**src/rtl/cla_wide_add_seq.sv**
```systemverilog
// Purpose : multi-cycle W-bit add/subtract. One shared 16-bit CLA processes the operand
//           one slice per cycle, least-significant slice first, with the carry registered
//           between slices.
// Latency : start accepted in cycle T -> done pulse in cycle T+N_WORDS+1.
// Backpressure: start is accepted only while idle (busy=0). Starts seen during RUN/DONE
//           are dropped, not queued.
// Ports   : clk, reset (sync, active-high) | start, sub, cin, a[W], b[W] request side |
//           busy, done, sum[W], cout, ovf result side (all registered).

// 16-bit carry-lookahead adder: four 4-bit lookahead groups plus a second lookahead
// level across the groups. Every carry is a two-level function of x, y and c0.
module Cla_16 (
   input  logic [15:0] i_x,
   input  logic [15:0] i_y,
   input  logic        i_c0,
   output logic [15:0] o_s,
   output logic        o_c16,
   output logic        o_g,
   output logic        o_p
);

   logic [15:0] w_g;    // bit generate
   logic [15:0] w_p;    // bit propagate
   logic [15:0] w_c;    // carry into each bit
   logic [3:0]  w_gg;   // group generate
   logic [3:0]  w_gp;   // group propagate
   logic [3:0]  w_gc;   // carry into each group

   assign w_g = i_x & i_y;
   assign w_p = i_x ^ i_y;

   for (genvar j = 0; j < 4; j++) begin : g_grp
      assign w_gg[j] = w_g[4*j+3]
                     | (w_p[4*j+3] & w_g[4*j+2])
                     | (w_p[4*j+3] & w_p[4*j+2] & w_g[4*j+1])
                     | (w_p[4*j+3] & w_p[4*j+2] & w_p[4*j+1] & w_g[4*j]);
      assign w_gp[j] = &w_p[4*j +: 4];

      assign w_c[4*j]   = w_gc[j];
      assign w_c[4*j+1] = w_g[4*j] | (w_p[4*j] & w_gc[j]);
      assign w_c[4*j+2] = w_g[4*j+1] | (w_p[4*j+1] & w_g[4*j])
                        | (w_p[4*j+1] & w_p[4*j] & w_gc[j]);
      assign w_c[4*j+3] = w_g[4*j+2] | (w_p[4*j+2] & w_g[4*j+1])
                        | (w_p[4*j+2] & w_p[4*j+1] & w_g[4*j])
                        | (w_p[4*j+2] & w_p[4*j+1] & w_p[4*j] & w_gc[j]);
   end

   assign w_gc[0] = i_c0;
   assign w_gc[1] = w_gg[0] | (w_gp[0] & i_c0);
   assign w_gc[2] = w_gg[1] | (w_gp[1] & w_gg[0]) | (w_gp[1] & w_gp[0] & i_c0);
   assign w_gc[3] = w_gg[2] | (w_gp[2] & w_gg[1]) | (w_gp[2] & w_gp[1] & w_gg[0])
                  | (w_gp[2] & w_gp[1] & w_gp[0] & i_c0);

   assign o_g   = w_gg[3] | (w_gp[3] & w_gg[2]) | (w_gp[3] & w_gp[2] & w_gg[1])
                | (w_gp[3] & w_gp[2] & w_gp[1] & w_gg[0]);
   assign o_p   = &w_gp;
   assign o_c16 = o_g | (o_p & i_c0);
   assign o_s   = w_p ^ w_c;

endmodule

module cla_wide_add_seq #(
   parameter  int N_WORDS = 4,
   localparam int W       = 16 * N_WORDS
) (
   input  logic         clk,
   input  logic         reset,
   input  logic         start,
   input  logic         sub,
   input  logic         cin,
   input  logic [W-1:0] a,
   input  logic [W-1:0] b,
   output logic         busy,
   output logic         done,
   output logic [W-1:0] sum,
   output logic         cout,
   output logic         ovf
);

   localparam int KW = (N_WORDS > 1) ? $clog2(N_WORDS) : 1;

   typedef enum logic [1:0] {
      S_IDLE = 2'd0,
      S_RUN  = 2'd1,
      S_DONE = 2'd2
   } state_t;

   state_t          r_state;
   state_t          w_state_nxt;
   logic [KW-1:0]   r_k;
   logic [W-1:0]    r_a;
   logic [W-1:0]    r_b;       // already inverted for subtract
   logic            r_carry;
   logic [W-1:0]    r_sum;
   logic            r_cout;
   logic            r_ovf;

   logic [15:0]     w_x;
   logic [15:0]     w_y;
   logic [15:0]     w_s;
   logic            w_c16;
   logic            w_g_unused;
   logic            w_p_unused;
   logic            w_last;

   assign w_x    = r_a[16*r_k +: 16];
   assign w_y    = r_b[16*r_k +: 16];
   assign w_last = (r_k == KW'(N_WORDS - 1));

   Cla_16 u_cla (
      .i_x   (w_x),
      .i_y   (w_y),
      .i_c0  (r_carry),
      .o_s   (w_s),
      .o_c16 (w_c16),
      .o_g   (w_g_unused),
      .o_p   (w_p_unused)
   );

   always_ff @(posedge clk) begin
      if (reset) r_state <= S_IDLE;
      else       r_state <= w_state_nxt;
   end

   always_comb begin
      w_state_nxt = r_state;
      case (r_state)
         S_IDLE:  if (start) w_state_nxt = S_RUN;
         S_RUN:   if (w_last) w_state_nxt = S_DONE;
         S_DONE:  w_state_nxt = S_IDLE;
         default: w_state_nxt = S_IDLE;
      endcase
   end

   always_ff @(posedge clk) begin
      if (reset) begin
         r_k     <= '0;
         r_a     <= '0;
         r_b     <= '0;
         r_carry <= 1'b0;
         r_sum   <= '0;
         r_cout  <= 1'b0;
         r_ovf   <= 1'b0;
      end else begin
         case (r_state)
            S_IDLE: begin
               if (start) begin
                  r_a     <= a;
                  r_b     <= sub ? ~b : b;
                  // a - b - cin == a + ~b + ~cin
                  r_carry <= cin ^ sub;
                  r_k     <= '0;
                  r_sum   <= '0;
               end
            end
            S_RUN: begin
               r_sum[16*r_k +: 16] <= w_s;
               r_carry             <= w_c16;
               r_k                 <= r_k + 1'b1;
               if (w_last) begin
                  r_cout <= w_c16;
                  // carry into the MSB differs from carry out of it
                  r_ovf  <= w_s[15] ^ w_x[15] ^ w_y[15] ^ w_c16;
               end
            end
            default: ;
         endcase
      end
   end

   assign busy = (r_state != S_IDLE);
   assign done = (r_state == S_DONE);
   assign sum  = r_sum;
   assign cout = r_cout;
   assign ovf  = r_ovf;

endmodule

```
**config.mk**
```make
export PLATFORM = sky130hd
export DESIGN_NAME = cla_wide_add_seq
export DESIGN_NICKNAME = d
export VERILOG_FILES = /design/src/rtl/cla_wide_add_seq.sv
export SDC_FILE = /design/constraint.sdc
export NUM_CORES = 1
export LEC_CHECK = 0
export ABC_AREA = 0
export CAP_MARGIN = 15
export CORE_AREA = 2 2 132 134
export CTS_BUF_LIST = sky130_fd_sc_hd__clkbuf_16
export DETAILED_ROUTE_END_ITERATION = 16
export DIE_AREA = 0 0 134 136
export HOLD_SLACK_MARGIN = 0.08
export PLACE_DENSITY = 0.85
export SYNTH_ARGS = -nofsm -noshare
export SYNTH_HDL_FRONTEND = slang
export SYNTH_SLANG_ARGS = --single-unit
```
**constraint.sdc**
```tcl
create_clock -name clk -period 5.3 [get_ports clk]
set_input_delay 1.06 -clock clk [delete_from_list [all_inputs] [get_ports clk]]
set_output_delay 1.06 -clock clk [all_outputs]
set_load 0.005 [all_outputs]
```
======== After elaboration in Yosys (flattened, before gate mapping) ========
Index checks and enable logic that the tools add are counted.
word-level totals
  bits in registers ....................... 199
  input bits .............................. 133
  output and inout port bits .............. 68
  logic and storage cells ................. 167
operators by class
  add/sub/neg operators ................... 2
  equality and inequality tests ........... 5
  shifts and indexed selects .............. 4
  mux-type cells .......................... 11
  bitwise gates (word level) .............. 125
  reductions and logical operators ........ 12
operator list
  kind                      count
  $mux 64                   2
  $pmux 64 s2               1
  $shiftx 64x7->16          2
  $and 1x1->1               71
  $bwmux 64                 1
  $not 64->64               1
  $shift 16x34->64 const A  1
  $shiftx 16x34->64         1
  $or 1x1->1                46
  $neg 6->34                1
  $xor 16x16->16            2
  $and 16x16->16            1
  $reduce_and 16->1         1
  $reduce_and 4->1          4
  $pmux 2 s2                2
  $reduce_and 2->1          4
  $mux 2                    3
  $eq 2x2->1 const B        2
  $ne 2x2->1 const B        2
  $reduce_bool 2->1         2
  $xor 1x1->1               4
  $add 2x1->2 const B       1
  $eq 2x1->1 const B        1
  $logic_not 2->1           1
  other kinds (2)           2

======== Logic depth before layout (Yosys ltp) ========
Gate-level depths: netlist of run 1.
  depth after elaboration ................. 16
  gate-level depth with buffers ........... 13
  depth with buffers taken out ............ 11

======== Modules after synthesis ========
From an unflattened synthesis of run 1, not the netlist that was laid out.
second synthesis, totals
  cells, all modules ...................... 964
  area, all modules ....................... 9047.4 um^2
by module, submodules not included
  module            instances  cells each  area each (um^2)  sequential area each (um^2)
  cla_wide_add_seq  1          867         8286.7            3983.8
  Cla_16            1          97          760.7             0.0

======== Worst setup path before layout of run 1 ========
No wires, ideal clock.
  path kind ............................... reg-to-reg
  from .................................... register r_k[0]
  to ...................................... register r_ovf (netlist: ovf)
  setup time .............................. 88 ps
  arrival ................................. 3513 ps
  required time ........................... 5212 ps
  path slack .............................. 1699 ps
  cell stages (with the launch flop) ...... 11
  buffers on the path ..................... 2
  period minus slack after synthesis ...... 3601 ps
  path through ............................ dfxtp_1 buf_2 buf_1 mux4_2 ha_1 nand4_1 a2111o_1 a41o_1 xnor2_2 a211o_1 a311oi_2
on the way
  word-level cells in the longest chain between the ends .. 16
  elaborated cells on any way between the ends .. 73
  those cells by class .................... eq/ne (1); shift (2); bitwise (64); reduce/logical (6)
ends and longest elaborated chain
  item                                                     line        source
  start: declaration                                       90          logic [KW-1:0] r_k;
  start signal: assignment                                 159         r_k <= r_k + 1'b1;
  $shiftx 64x7->16 (on tied branches)                      106, 107
  $xor 16x16->16 / $and 16x16->16 (equally long branches)  30, 29
  $and 1x1->1 (on tied branches)                           34, 35, 36
  $or 1x1->1, or another cell as far along                 34          | (w_p[4*j+3] & w_g[4*j+2])
  $or 1x1->1 / $and 1x1->1 (equally long branches)         35, 36
  $or 1x1->1                                               36          | (w_p[4*j+3] & w_p[4*j+2] & w_p[4*j+1] & w_g[4*j]);
  $and 1x1->1                                              51          assign w_gc[3] = w_gg[2] | (w_gp[2] & w_gg[1]) | (w_gp[2] & w_gp[1] & w_gg[0])
  $or 1x1->1 (2 in series)                                 51
  $or 1x1->1                                               52          | (w_gp[2] & w_gp[1] & w_gp[0] & i_c0);
  $and 1x1->1                                              45          | (w_p[4*j+2] & w_p[4*j+1] & w_p[4*j] & w_gc[j]);
  $or 1x1->1                                               45
  $xor 16x16->16                                           58          assign o_s = w_p ^ w_c;
  $xor 1x1->1 (3 in series)                                163         r_ovf <= w_s[15] ^ w_x[15] ^ w_y[15] ^ w_c16;
  end signal: assignment                                   163
  end: declaration                                         96          logic r_ovf;
Several ways; a longest one is shown, not always the timed one.
A chain may end at the register's enable or synchronous reset.

======== Final worst setup path of run 1 ========
  from .................................... register r_k[0]
  to ...................................... register r_sum[57] (netlist: sum[57])
on the way
  word-level cells in the longest chain between the ends .. 16
  elaborated cells on any way between the ends .. 112
  those cells by class .................... add/sub (1); shift (4); mux (2); bitwise (102); reduce/logical (3)
ends and longest elaborated chain
  item                                                     line        source
  $shiftx 64x7->16 (on tied branches)                      106, 107
  $xor 16x16->16 / $and 16x16->16 (equally long branches)  30, 29
  $and 1x1->1 (on tied branches)                           34, 35, 36
  $or 1x1->1, or another cell as far along                 34
  $or 1x1->1 / $and 1x1->1 (equally long branches)         35, 36
  $or 1x1->1                                               36
  $and 1x1->1                                              51
  $or 1x1->1 (2 in series)                                 51
  $or 1x1->1                                               52
  $and 1x1->1 (on tied branches)                           40, 42, 45
  $or 1x1->1 (on tied branches)                            40, 42, 45
  $xor 16x16->16                                           58
  $shiftx 16x34->64                                        157         r_sum[16*r_k +: 16] <= w_s;
  $bwmux 64 (*)                                            157
  $pmux 64 s2 (*)                                          145         case (r_state)
  end signal: indexed assignment                           157
  end: declaration                                         94          logic [W-1:0] r_sum;
Mark *: on every way between the ends. The rest lies on a longest branch, timed or not.

==> impl_metrics.yaml, run 1 <==
status:
  status: "complete, no violations"
floorplanning:
  die_w_um: 134
  core_region_area_um2: 16900
  rows: 48
  dieArea_um2: 18200
  start_util_pct: 53.0
  die_y_um: 136
  io_pins: 201
synthesis:
  synthCells: 973
  mappedNetlistArea_um2: 8940
  synth_top_area_share_pct: 44.6
  synthArstFlopShare_pct: 0
  synth-edff-count: 0
  ys_types: 48
  synth.avg_cell_area_um2: 9.18
  synthFlopType: "dfxtp_1"
  yosysTopAreaCell: "dfxtp_1"
  yosys_warnings: 0
  syn_nets: 1130
  synth-seq-area-share_pct: 44.6
  ys_ff_latch: 199
  synth_area_leaders: "dfxtp_1 45%, mux4_2 8.1%, xnor2_1 6.7%"
route:
  drt_iter0_markers: 773
  routedWlPerCell_um: 18.3
  wirelength_um: 24900
  drc: 0
  num_vias: 7859
  ant_nets: 0
  viasPerCell: 5.77
  firstDrtPassIters: 5
placement:
  place_inst: 1331
  port-buffer-count: 200
  gp_congestion: 0.840
  dpl.hpwl_um: 17800
finish:
  layout_commonest_cell: "clkdlybuf4s50_1"
  area_growth_pct: 29.7
  most-common-layout-cells: "198 x clkdlybuf4s50_1, 197 x dfxtp_1, 142 x nand2_1, 138 x nor2_1, 82 x a21oi_1"
  stdcell_count: 1363
  final_nets: 1282
  drive_gt1_share_pct: 8.00
  antenna_cells: 0
setup_path:
  r2r_end: "sum[57]"
  crit_arrival_ns: 4.45
  worstPathCellList: "buf_4 -> mux4_2 -> ha_1 -> a21oi_1 -> nand2_1 -> o21ai_1 -> inv_1 -> fa_1 -> xor2_1 -> a22oi_1 -> nor2_1"
  rrSetupSlack_ns: 1.22
  slowest_delay_ns: 0.94
  cp_max_fo: 27
  cp-start-kind: "register"
  ff2ff_path_depth: 11
  worstSetupPathType: "register to register"
  worstPathRequired_ns: 5.68
  critPathCaptureType: "register"
  critPathSlowestCell: "dfxtp_2"
  r2r_start: "r_k[0]"
clocking:
  cts.sinks: 199
  root_buffer: "clkbuf_16"
  holdBufCountCts: 0
  postCtsSetupBuffers: 0
  cts_tree: "yes"
  cts_inserted_buffers: 17
  h-tree-depth: 4
  cts.clk_slew.worst_paths_ns: 0.07
  cts_buffer_depth: 2
  clock_latency_ns: 0.44
  post_cts_resized: 0
sta:
  period_needed_ns: 4.08
  slew_headroom_pct: 24.5
  finalHoldViolations: 0
  setup_viol: 0
  rsz0062_at_grt: "false"
  hold_slack_ns: 0.456
  period_share_pct: 76.9
  tightest_slew_ns: 1.13
  max_freq_ghz: 0.245
  fin_worst_skew_ns: 0.0105
  setup_tns_ns: 0
  report.final.slew_viol_count: 0
worst_hold_path:
  hp-start: "r_a[10]"
  whs_path_depth: 2
  hp-class: "register to register"
  min_to: "r_a[10]"
power:
  p_int_mw: 2.53
  power_density_nw_per_um2: 306
  finalPower_mw: 3.54
  p_seq_share_pct: 46.3
  power.net_switching_mw: 1.01
  combPwrFrac_pct: 18.1
  p_leak_nw: 4.14
  clockPowerShare_pct: 35.6
  irDropWorstVdd_v: 0.000253
  switching_share_pct: 28.5
run:
  drv_cap: 0
global_routing:
  grt_antenna_before_repair: 0
  grt_start_max_net_pins: 156
  track_usage_pct: 27.1
  grt_remaining_overflow: 0
  grt_pass1_vias: 7289
  grt_pass1_wl_um: 38300
==> how the worst max path moves through the flow <==
stage / depth (start not counted) / startpoint / to / slack, ns
2_1_floorplan: 10 / r_k[0] / ovf / 1.70
4_1_cts: 9 / r_k[0] / ovf / 1.22
3_3_place_gp: 9 / r_k[0] / ovf / 1.36
6_report: 11 / r_k[0] / sum[57] / 1.22
5_1_grt: 11 / r_k[0] / sum[57] / 0.91
3_5_place_dp: 9 / r_k[0] / ovf / 1.24
==> critical path, delay by kind of cell, from the launching register on <==
kind                       cells  cell delay, ns
AOI/OAI and AO/OA              3            0.68
muxes                          1            0.55
and+or+nand+nor                2            0.21
xor gates and xnor gates       1            0.38
DFF                            1            0.94
buffers and inverters          2            0.49
adders and majority gates      2            0.74
==> routing by layer <==
metal	share of wire, %	up-vias	GRT usage [%]
li1	-	3721	-
met2	49	370	46.5
met3	6.7	61	4.51
met1	41	3707	34.4
met4	3.0	0	10.2
met5	0	-	0
==> cells in the mapped netlist (2+ instances only) <==
library cell,number
o311ai_1,2
a211oi_1,65
a21oi_1,82
nand2b_1,5
mux4_2,32
xnor2_2,2
ha_1,20
inv_1,12
buf_2,2
nand2_1,143
nand4b_1,2
o21ai_0,5
o31ai_1,6
buf_1,10
xnor2_1,68
nand4_1,3
dfxtp_1,199
and2_1,2
nor3_1,3
o21ai_1,2
clkbuf_1,64
o311ai_0,2
a22oi_1,48
a21oi_2,2
xor2_1,6
o21a_1,2
nor2b_1,4
fa_1,4
nand3_1,8
o221a_2,2
nand3b_1,12
nor2_1,138
==> metrics by stage <==
step           util (%)  setup WS (ns)  cell area [µm²]
3_3_place_gp       65.3           1.36            11000
2_1_floorplan         -           1.70             8940
5_1_grt            68.7          0.907            11600
4_1_cts            68.7           1.22            11600
3_5_place_dp       65.3           1.24            11000
6_report           68.7           1.22            11600
==> layout make-up <==
type / count / area [µm²]
Timing Repair Buffer: 209 / 2070
Clock inverter: 15 / 144
Sequential cell: 199 / 3990
Fill cell: 1275 / 5290
Inverter: 12 / 45.0
Clock buffer: 17 / 425
Multi-Input combinational cell: 686 / 4640
Tap cell: 225 / 282
==> power by group through the flow <==
stage | registers (mW) | clock network, mW | logic [mW]
global placement | 1.67 | 0 | 0.612
finish | 1.64 | 1.26 | 0.641
detailed placement | 1.67 | 0 | 0.628
floorplan | 1.64 | 0 | 0.406
global route | 1.65 | 1.33 | 0.689
CTS | 1.64 | 1.26 | 0.635
==> logic make-up (layout without fill, tap and decap cells) <==
| logic type | count (synthesis) | after routing | synth area share (%) |
|---|---|---|---|
| AND/OR/NAND/NOR | 325 | 325 | 15.1 |
| adder cells (fa/ha/maj) | 24 | 24 | 3.70 |
| buffers and inverters | 88 | 253 | 3.72 |
| XOR/XNOR | 76 | 76 | 7.62 |
| AO/OA/AOI/OAI | 228 | 228 | 17.2 |
| flip-flops | 199 | 199 | 44.6 |
| multiplexers | 33 | 33 | 8.18 |
==> flip-flops by register name, summed over array words and instances (netlist names) <==
signal / count
r_k: 2
sum: 64
cout: 1
r_b: 64
r_carry: 1
r_state: 2
r_a: 64
ovf: 1
No activity file was read; power rests on OpenSTA's default activity.
==> run 2, diff against run 1 <==
--- a/config.mk
+++ b/config.mk
@@ -7,12 +7,12 @@
 export LEC_CHECK = 0
 export ABC_AREA = 0
 export CAP_MARGIN = 15
-export CORE_AREA = 2 2 132 134
+export CORE_AREA = 2 2 143 145
 export CTS_BUF_LIST = sky130_fd_sc_hd__clkbuf_16
 export DETAILED_ROUTE_END_ITERATION = 16
-export DIE_AREA = 0 0 134 136
+export DIE_AREA = 0 0 145 147
 export HOLD_SLACK_MARGIN = 0.08
-export PLACE_DENSITY = 0.85
+export PLACE_DENSITY = 0.77
 export SYNTH_ARGS = -nofsm -noshare
 export SYNTH_HDL_FRONTEND = slang
 export SYNTH_SLANG_ARGS = --single-unit
==> constraint.sdc (replaced) <==
create_clock -name clk -period 3.7 [get_ports clk]
set_input_delay 0.74 -clock clk [delete_from_list [all_inputs] [get_ports clk]]
set_output_delay 0.74 -clock clk [all_outputs]
set_load 0.005 [all_outputs]
==> run 2 against run 1 <==
Effect of this change: first-iteration DRC count shrank 9.7%; clock power grew 49%; combinational power is 47% higher; clock skew fell by 0.0026 ns; critical endpoint is now ovf; highest routed layer unchanged; routed wire length decreased by 0.92%; hold slack got worse by 0.0020 ns; sequential cell count unchanged; sequential power rose by 43%; final area grew 2.0%; setup slack worse by 0.99 ns; core utilization is 9.1 points lower.
==> impl_metrics.yaml, run 2 (synthesis results as in run 1) <==
finish:
  antenna_cells: 0
  drive_gt1_share_pct: 8.78
  area_growth_pct: 32.2
  most-common-layout-cells: "198 x clkdlybuf4s50_1, 197 x dfxtp_1, 142 x nand2_1, 138 x nor2_1, 82 x a21oi_1"
  final_nets: 1294
  stdcell_area_um2: 11800
  layout_commonest_cell: "clkdlybuf4s50_1"
  num-fill-cells: 1664
  stdcell_count: 1420
sta:
  report.final.slew_viol_count: 0
  period_share_pct: 93.8
  fin_ws_ns: 0.229
  setup_tns_ns: 0
  fin_worst_skew_ns: 0.00791
  slew_headroom_pct: 33.8
  tightest_slew_ns: 0.994
  rsz0062_at_grt: "false"
  finalHoldViolations: 0
  setup_viol: 0
  period_needed_ns: 3.47
  max_freq_ghz: 0.288
floorplanning:
  dieArea_um2: 21300
  rows: 52
  io_pins: 201
  die_y_um: 147
  start_util_pct: 45.0
  die_w_um: 145
  core_region_area_um2: 19800
route:
  top_layer: "met4"
  drc: 0
  num_vias: 7768
  wirelength_um: 24700
  firstDrtPassIters: 5
  routedWlPerCell_um: 17.4
  ant_nets: 0
  drt_iter0_markers: 698
  met1_length_um: 10700
  route.met3.wl_um: 1690
  viasPerCell: 5.47
  met2_wirelength_um: 11500
setup_path:
  crit_arrival_ns: 3.81
  worstPathCellList: "buf_12 -> mux4_2 -> ha_1 -> nand4b_1 -> a2111o_1 -> a41o_1 -> xnor2_2 -> a211o_1 -> a311oi_2"
  worst-path-buf-inv: 1
  critPathTopFamily: "compound AO/OA/AOI/OAI gates"
  r2r_start: "r_k[0]"
  critPathSlowestCell: "mux4_2"
  critPathCaptureType: "register"
  cp-startpoint: "r_k[0]"
  worstSetupPathType: "register to register"
  worstPathRequired_ns: 4.04
  cp_max_fo: 15
  cp-start-kind: "register"
  slowest_delay_ns: 0.53
placement:
  gp_congestion: 0.880
  dpl.hpwl_um: 17900
  place_inst: 1388
  placed_area_um2: 11200
  place_ws_ns: 0.122
  port-buffer-count: 200
power:
  clockPowerShare_pct: 36.3
  switching_share_pct: 28.0
  p_leak_nw: 4.25
  power.net_switching_mw: 1.44
  irDropWorstVdd_v: 0.000290
  power_density_nw_per_um2: 437
  p_int_mw: 3.72
  p_seq_share_pct: 45.4
  combPwrFrac_pct: 18.3
global_routing:
  grt_antenna_before_repair: 0
  grt_start_max_net_pins: 103
  grt_pass1_wl_um: 39000
  grt_remaining_overflow: 0
  grt_pass1_vias: 7373
  track_usage_pct: 23.1
clocking:
  postCtsSetupBuffers: 0
  cts_tree: "yes"
  cts_buffer_depth: 2
  cts.clk_slew.worst_paths_ns: 0.07
  h-tree-depth: 4
  cts.sinks: 199
  cts_inserted_buffers: 17
  root_buffer: "clkbuf_16"
  clock_latency_ns: 0.44
  post_cts_resized: 0
  holdBufCountCts: 0
run:
  drv_cap: 0
worst_hold_path:
  hp-start: "r_a[36]"
  hp-class: "register to register"
status:
  status: "complete, no violations"
==> run 2: changes by cell type in the layout (fill, tap and decap cells not counted), sizes merged <==
cell / before / now
buf: 11 / 23
bufinv: 1 / 2
clkinv: 4 / 5
clkinvlp: 5 / 0
inv: 17 / 20
==> run 2: area by class of cell <==
class / count / area (µm²) / area share (%)
clock buffers: 17 / 425 / 3.60
clock inverters: 15 / 166 / 1.41
flip-flops and latches: 199 / 3990 / 33.8
inverters: 12 / 45.0 / 0.381
well taps: 270 / 338 / 2.86
repair buffers: 221 / 2220 / 18.8
multi-input cells: 686 / 4630 / 39.2
==> run 2: path summary, 6_finish.rpt <==
check / slack, ns / cells past startpoint / end
setup / recovery: 0.23 / 9 / ovf
hold / removal: 0.45 / 2 / r_a[36]
setup reg to reg: 0.23 / 9 / ovf
hold reg to reg: 0.45 / 2 / r_a[36]
==> run 2: metrics by stage <==
step,power (mW),hold WS [ns],util (%)
finish,5.16,0.454,59.5
global route,5.36,0.471,59.5
detailed placement,3.32,0.443,56.5
global placement,3.30,0.441,56.5
floorplan,2.93,0.433,-
CTS,5.17,0.455,59.5
==> run 2: power groups by stage <==
stage | clock, mW | sequential [mW] | combinational (mW)
2_1_floorplan | 0 | 2.35 | 0.582
3_3_place_gp | 0 | 2.38 | 0.919
3_5_place_dp | 0 | 2.39 | 0.939
4_1_cts | 1.89 | 2.34 | 0.944
5_1_grt | 1.98 | 2.35 | 1.03
6_report | 1.88 | 2.34 | 0.945
==> run 2: layer usage <==
layer  global-route usage [%]  up-vias
li1                         -     3742
met1                     30.5     3653
met2                     37.7      328
met3                     4.47       45
met4                     9.11        0
met5                        0        -
==> run 2: worst min-delay path, delay by kind of cell (launching register included) <==
kind	cells	cell delay, ns
flops	1	0.31
simple gates	1	0.05
compound gates	1	0.05
==> run 3, diff against run 2 <==
--- a/config.mk
+++ b/config.mk
@@ -7,12 +7,12 @@
 export LEC_CHECK = 0
 export ABC_AREA = 0
 export CAP_MARGIN = 15
-export CORE_AREA = 2 2 143 145
-export CTS_BUF_LIST = sky130_fd_sc_hd__clkbuf_16
+export CORE_AREA = 2 2 141 143
+export CTS_BUF_LIST = sky130_fd_sc_hd__clkbuf_8
 export DETAILED_ROUTE_END_ITERATION = 16
-export DIE_AREA = 0 0 145 147
+export DIE_AREA = 0 0 143 145
 export HOLD_SLACK_MARGIN = 0.08
-export PLACE_DENSITY = 0.77
+export PLACE_DENSITY = 0.79
 export SYNTH_ARGS = -nofsm -noshare
 export SYNTH_HDL_FRONTEND = slang
 export SYNTH_SLANG_ARGS = --single-unit
==> run 3 against run 2 <==
Effect of this change: combinational power down 0.6%; sequential share of layout area increased by 0.63 points; sequential cell count did not move; critical path depth is 1 higher; sequential power about the same; routed wire length shrank 1.5%; fmax is 0.95% lower; clock skew is 0.0067 ns higher; final cell count shrank 0.56%; register-to-register slack got worse by 0.03 ns; critical path type unchanged.
==> impl_metrics.yaml, run 3 (synthesis results as in run 1) <==
finish:
  antenna_cells: 0
  stdcell_count: 1412
  num-fill-cells: 1607
  multiInputGateArea_um2: 4630
  final_util_pct: 60.4
  layout_commonest_cell: "clkdlybuf4s50_1"
  area_growth_pct: 29.8
  seq_area_um2: 3990
  final_nets: 1293
  drive_gt1_share_pct: 8.46
  most-common-layout-cells: "198 x clkdlybuf4s50_1, 197 x dfxtp_1, 142 x nand2_1, 138 x nor2_1, 82 x a21oi_1"
clocking:
  h-tree-depth: 4
  holdBufCountCts: 0
  postCtsSetupBuffers: 0
  post_cts_resized: 0
  cts_inserted_buffers: 17
  clock_latency_ns: 0.48
  cts.sinks: 199
  cts.clk_slew.worst_paths_ns: 0.09
  cts_buffer_depth: 2
  cts_tree: "yes"
  root_buffer: "clkbuf_8"
setup_path:
  critPathCaptureType: "register"
  cp-start-kind: "register"
  cp_max_fo: 21
  worstPathCellList: "buf_12 -> mux4_2 -> ha_1 -> a21oi_1 -> nand4b_1 -> a2111o_1 -> a41o_1 -> xnor2_2 -> a211o_1 -> a311oi_2"
  worstSetupPathType: "register to register"
  worst-path-buf-inv: 1
  crit_arrival_ns: 3.89
  critPathTopFamily: "compound AO/OA/AOI/OAI gates"
  worstPathRequired_ns: 4.09
  critPathSlowestCell: "mux4_2"
  slowest_delay_ns: 0.55
route:
  firstDrtPassIters: 5
  ant_nets: 0
  drc: 0
  drt_iter0_markers: 832
  wirelength_um: 24300
  num_vias: 7726
  viasPerCell: 5.47
  routedWlPerCell_um: 17.2
sta:
  setup_tns_ns: 0
  slew_headroom_pct: 34.5
  tightest_slew_ns: 0.982
  max_freq_ghz: 0.285
  report.final.slew_viol_count: 0
  period_needed_ns: 3.50
  period_share_pct: 94.7
  finalHoldViolations: 0
  setup_viol: 0
  hold_slack_ns: 0.457
  rsz0062_at_grt: "false"
  fin_worst_skew_ns: 0.0146
floorplanning:
  die_w_um: 143
  die_y_um: 145
  io_pins: 201
  dieArea_um2: 20700
  rows: 51
  start_util_pct: 46.5
  core_region_area_um2: 19200
worst_hold_path:
  hp-class: "register to register"
global_routing:
  grt_pass1_wl_um: 38000
  grt_remaining_overflow: 0
  grt_antenna_before_repair: 0
  grt_start_max_net_pins: 157
  track_usage_pct: 23.4
  grt_pass1_vias: 7187
run:
  drv_cap: 0
power:
  p_leak_nw: 4.16
  finalPower_mw: 4.75
  power_density_nw_per_um2: 409
  irDropWorstVdd_v: 0.000231
status:
  status: "complete, no violations"
placement:
  gp_congestion: 0.833
  place_inst: 1382
  dpl.hpwl_um: 17900
  port-buffer-count: 200
==> run 3: area by class of cell <==
| cell class | count | area share (%) |
|---|---|---|
| multi-input combinational | 686 | 39.9 |
| sequential | 199 | 34.4 |
| timing repair buffer | 220 | 18.9 |
| tap | 265 | 2.86 |
| clock buffer | 17 | 2.02 |
| clock inverter | 13 | 1.55 |
| inverter | 12 | 0.388 |
==> run 3: worst min-delay path, cell delays in order (launching register included) <==
cell and delay [ns]:
dfxtp_1 0.32, nand2_1 0.05, a21oi_1 0.05
==> run 3: layer usage <==
metal / global-route usage, % / vias to the layer above / part of all wire (%) / wire length [µm]
met4: 10.4 / 0 / 3.6 / 885
met1: 31.5 / 3619 / 43 / 10400
li1: - / 3738 / - / -
met3: 4.09 / 48 / 7.0 / 1710
met5: 0 / - / 0 / 0
met2: 36.7 / 321 / 47 / 11300
==> run 3: through the flow <==
step | worst slack, ns | instance area [µm²]
floorplan | 0.0988 | 8940
global placement | 0.290 | 11200
detailed placement | 0.173 | 11200
CTS | 0.142 | 11600
global route | 0.0590 | 11600
finish | 0.196 | 11600
==> run 3: worst paths after layout <==
check           from  endpoint  slack, ns  cells past startpoint
min reg2reg  r_a[47]   r_a[47]       0.46                      2
max reg2reg   r_k[0]       ovf       0.20                     10
max           r_k[0]       ovf       0.20                     10
min          r_a[47]   r_a[47]       0.46                      2
==> run 3: power by group <==
part | switching, mW | leakage [nW] | internal, mW
registers | 0.0741 | 1.63 | 2.26
logic | 0.503 | 2.31 | 0.436
clock network | 0.746 | 0.215 | 0.727
total | 1.32 | 4.16 | 3.42
==> edit 1, RTL diff (config.mk and constraints of run 2) <==
The parameter `N_WORDS` goes from 4 to 2.
--- a/src/rtl/cla_wide_add_seq.sv
+++ b/src/rtl/cla_wide_add_seq.sv
@@ -61,5 +61,5 @@
 
 module cla_wide_add_seq #(
-   parameter  int N_WORDS = 4,
+   parameter  int N_WORDS = 2,
    localparam int W       = 16 * N_WORDS
 ) (
Interface: changed (resized a, b and sum); port bits go from 201 to 105. The function was not compared with the original's and may differ.
==> edit 1 against run 2 <==
Power decreased by 47%. Design area decreased by 45%. Routed wire length decreased by 44%. Clock skew decreased by 0.77 ps. Synthesized area decreased by 44%. Final cell count decreased by 36%. Sequential cell count decreased by 97. Worst setup slack improved by 100 ps. Largest cell class unchanged.
==> edit 1: results (changes against run 2) <==
[status]
status=complete, no violations

[route]
drt_pass1_iterations=4  ; -1
drtIter0Drc=236  ; -66%
routed_via_density=4.53  ; -17%
wl_per_cell_um=15.1  ; -13%

[critical_path]
crit_slowest_cell=dfxtp_1
critPathTopFamily=compound AO/OA/AOI/OAI gates
path_max_fanout=13  ; -2
cp.arrival_ps=3570  ; -240 ps
cp-startpoint=r_k$_SDFFE_PP0P_
slowest_delay_ps=730  ; +200 ps

[clocking]
cts-root-buf=clkbuf_16
clk_pin_slew_ps=70  ; about the same
post_cts_buffers=0  ; unchanged
cts_resized=0  ; unchanged
htree_levels=3  ; -1
cts_buffers=9  ; -8
clk_latency_ps=350  ; -90 ps
cts_buffer_depth=2  ; unchanged

[global_routing]
grt_antenna_before_repair=0  ; unchanged
grt.total_usage_pct=12.8  ; -10 points
grt_max_degree=90  ; -13%
grt_pass1_wl_um=21000  ; -46%
first_global_vias=3929  ; -47%

[synth]
synth.distinct_cells=53  ; +10%
synth_common_cells=dfxtp_1, nand2_1, nor2_1
synth_nets=639  ; -43%
yosys-top-cells-area=dfxtp_1, xnor2_1, mux2_2
synth_compound_area_share_pct=19.9  ; +2.7 points
synth_xor_xnor_area_share_pct=7.74  ; +0.12 points
ys_seq_area_share_pct=41.0  ; -3.6 points
synthArstFlopShare_pct=0  ; unchanged
synthMuxAreaShare_pct=7.13  ; -1.0 points
synth-adder-area-share_pct=5.63  ; +1.9 points
ys_warn_count=0  ; unchanged

[sta]
clock_skew_ps=7.14  ; -0.773 ps
setup_tns_ps=0  ; unchanged
slew_violations=0  ; unchanged
worstMarginPinSlew_ps=955  ; -39.1 ps

[final_layout]
n_antenna_cell=0  ; unchanged
n_fill_cell=2030  ; +22%
final_nets=728  ; -44%
drive_gt1_share_pct=11.3  ; +2.6 points

[hold_path]
holdCritPathClass=reg2reg
holdCritStartpoint=r_a[7]$_SDFFE_PP0P_

[placement]
port-buffer-count=104  ; -48%
hpwl_um=10800  ; -40%
gp_congestion=0.887  ; +0.77%

[power_and_ir_drop]
total_leakage_power_nw=2.46  ; -42%
ir_worst_vdd_mv=0.192  ; -34%

==> edit 1: final cells by class <==
class / instances / area (um^2) / share of cell area (%)
well taps: 270 / 338 / 5.16
inverters: 14 / 52.6 / 0.802
flip-flops and latches: 102 / 2040 / 31.2
clock buffers: 9 / 225 / 3.44
clock inverters: 7 / 47.5 / 0.726
repair buffers: 116 / 1120 / 17.1
multi-input cells: 396 / 2730 / 41.6
==> edit 1: cells by family after synthesis <==
kind of cell,after synthesis
and+or+nand+nor,165
AOI/OAI and AO/OA,135
DFF,102
buffers and inverters,52
xor gates and xnor gates,44
muxes,32
adders and majority gates,20
==> edit 1: path summary, 6_finish.rpt <==
check / endpoint / slack, ps / cells after the start
min: r_a[7]$_SDFFE_PP0P_ / 450 / 2
max reg2reg: sum[9]$_SDFFE_PP0P_ / 330 / 11
max: sum[9]$_SDFFE_PP0P_ / 330 / 11
min reg2reg: r_a[7]$_SDFFE_PP0P_ / 450 / 2
==> edit 1: power breakdown <==
part,switching (mW),internal (mW),leakage [nW],total [mW]
Sequential,0.0536,1.17,0.836,1.23
Clock,0.423,0.459,0.131,0.882
Combinational,0.335,0.295,1.49,0.631
==> edit 1: per-layer routing <==
layer / routed length (um) / global-route usage (%) / share of wire (%) / vias up
li1: - / - / - / 2093
met2: 6610 / 22.2 / 48 / 118
met4: 180 / 4.16 / 1.3 / 0
met5: 0 / 0 / 0 / -
met3: 707 / 2.55 / 5.1 / 13
met1: 6300 / 15.9 / 46 / 1916
==> edit 1: through the flow <==
step           area, um^2  hold WS [ps]  setup slack, ps  power (mW)  instances
2_1_floorplan        4980           433              507        1.63        550
3_3_place_gp         6280           438              387        1.87        898
3_5_place_dp         6280           447              346        1.88        898
4_1_cts              6550           456              323        2.77        914
5_1_grt              6550           474             69.5        2.87        914
6_report             6550           453              333        2.74        914
==> edit 2, RTL diff (config.mk and constraints of run 2) <==
Without the edit above. Register the outputs `busy` and `done`, with the module's reset; this adds one clock of latency there. The other outputs are not delayed to match. Comments in the files are not updated.
--- a/src/rtl/cla_wide_add_seq.sv
+++ b/src/rtl/cla_wide_add_seq.sv
@@ -169,6 +169,13 @@
    end
 
-   assign busy = (r_state != S_IDLE);
-   assign done = (r_state == S_DONE);
+   always_ff @(posedge clk) begin
+      if (reset) begin
+         busy <= '0;
+         done <= '0;
+      end else begin
+         busy <= (r_state != S_IDLE);
+         done <= (r_state == S_DONE);
+      end
+   end
    assign sum  = r_sum;
    assign cout = r_cout;
Formal check against the unedited RTL: not equivalent (Yosys sat finds a counterexample within 4 cycles, from zero or initial values and one cycle with reset high).
==> edit 2 against run 2 <==
Routed wire length shrank 5.0%. Worst setup slack gained 0.67 ps. Design area increased by 0.87%. Synthesized area shrank 0.60%. Sequential cell count grew 2. Die area stayed put. Global-route usage fell by 1.7 points. Power rose by 5.6%. Critical endpoint is now sum[45]$_SDFFE_PP0P_. Largest power group unchanged.
==> edit 2: results (changes against run 2) <==
[final_layout]
nClkBuffers=21  ; +4
final_cells=1414  ; -0.42%
drive_gt1_share_pct=9.44  ; +0.66 points
n_fill_cell=1646  ; -1.1%
final_nets=1287  ; -0.54%
multi_input_area_um2=4570  ; -1.3%
clock_area_share_pct=6.01  ; +1.0 points
nMultiInputCombCells=674  ; -1.7%
buffers=225  ; +1.8%
multi_input_area_share_pct=38.4  ; -0.84 points
inv_count=7  ; -5
seq_area_share_pct=33.8  ; +0.045 points
buf_share_pct=18.8  ; about the same

[synth]
yosys-top-cells-area=dfxtp_1, mux4_2, xnor2_1
synth.distinct_cells=44  ; -8.3%
ys_warn_count=0  ; unchanged
syn_inst=957  ; -1.6%
synth_nets=1114  ; -1.4%
ys_ff_latch=201  ; +1.0%
synth_common_cells=dfxtp_1, nor2_1, nand2_1
synthArstFlopShare_pct=0  ; unchanged
ys_seq_area_share_pct=45.3  ; +0.72 points

[power_and_ir_drop]
ir_worst_vdd_mv=0.266  ; -8.3%
power.net_switching_mw=1.41  ; -2.5%
total_leakage_power_nw=4.32  ; +1.6%

[global_routing]
grt_pass1_wl_um=37400  ; -4.3%
grt_max_degree=194  ; +88%
first_global_vias=7284  ; -1.2%
grt.total_usage_pct=21.4  ; -1.7 points

[status]
status=complete, no violations

[critical_path]
path_max_fanout=8  ; -7
crit_slowest_cell=mux4_2
slowest_delay_ps=490  ; -40 ps

[clocking]
clk_latency_ps=480  ; +40 ps
htree_levels=1  ; -3
cts_buffer_depth=3  ; +1

[placement]
dp_slack_ps=59.1  ; -62.5 ps
hpwl_um=16800  ; -5.8%
placed_cell_area_um2=11100  ; -0.66%
gp_congestion=0.838  ; -4.8%

[route]
vias=7498  ; -3.5%
drt_pass1_iterations=5  ; unchanged
wl_per_cell_um=16.6  ; -4.6%
drtIter0Drc=559  ; -20%

[sta]
clock_skew_ps=7.69  ; -0.213 ps
worstMarginPinSlew_ps=1000  ; +6.49 ps

==> edit 2: cell count changes in the layout (fill, tap and decap cells not counted), sizes merged, moves of 4 or more <==
cell	change
a22oi	+16
buf	+4
clkbuf	+4
inv	-11
nand2	-4
nand3	-6
nand3b	-12
nor2	+4
o311ai	-4
o31ai	-6
==> edit 2: worst min-delay path, cell delays in order (launching register included) <==
cell and delay [ps]:
dfxtp_1 310, nand2_1 50, a21oi_1 50
==> edit 2: final timing paths <==
check,slack [ps],to,startpoint,cells past startpoint
worst max-delay path,230,sum[45]$_SDFFE_PP0P_,r_k[0]$_SDFFE_PP0P_,12
worst min-delay path,450,r_a[33]$_SDFFE_PP0P_,r_a[33]$_SDFFE_PP0P_,2
worst max register to register,230,sum[45]$_SDFFE_PP0P_,r_k[0]$_SDFFE_PP0P_,12
worst min register to register,450,r_a[33]$_SDFFE_PP0P_,r_a[33]$_SDFFE_PP0P_,2
==> edit 2: per-layer routing <==
layer,global-route usage (%),vias up,wire [um]
met3,3.76,54,1330
met1,28.4,3503,10400
met4,9.21,0,930
li1,-,3692,-
met5,0,-,0
met2,34.7,249,10800
==> edit 2: power groups by stage <==
stage	sequential (mW)	combinational, mW	clock (mW)
global placement	2.40	0.880	0
floorplan	2.37	0.561	0
finish	2.35	0.914	2.18
global route	2.37	1.00	2.29
detailed placement	2.40	0.898	0
CTS	2.36	0.903	2.20
==> edit 2: cells by family (layout without fill, tap and decap cells) <==
group | Yosys count | in the layout | share of synthesized area (%)
DFF | 201 | 201 | 45.3
muxes | 34 | 34 | 8.34
AOI/OAI and AO/OA | 230 | 230 | 17.4
buffers and inverters | 82 | 269 | 3.51
adders and majority gates | 24 | 24 | 3.72
and+or+nand+nor | 309 | 309 | 14.1
xor gates and xnor gates | 77 | 77 | 7.59
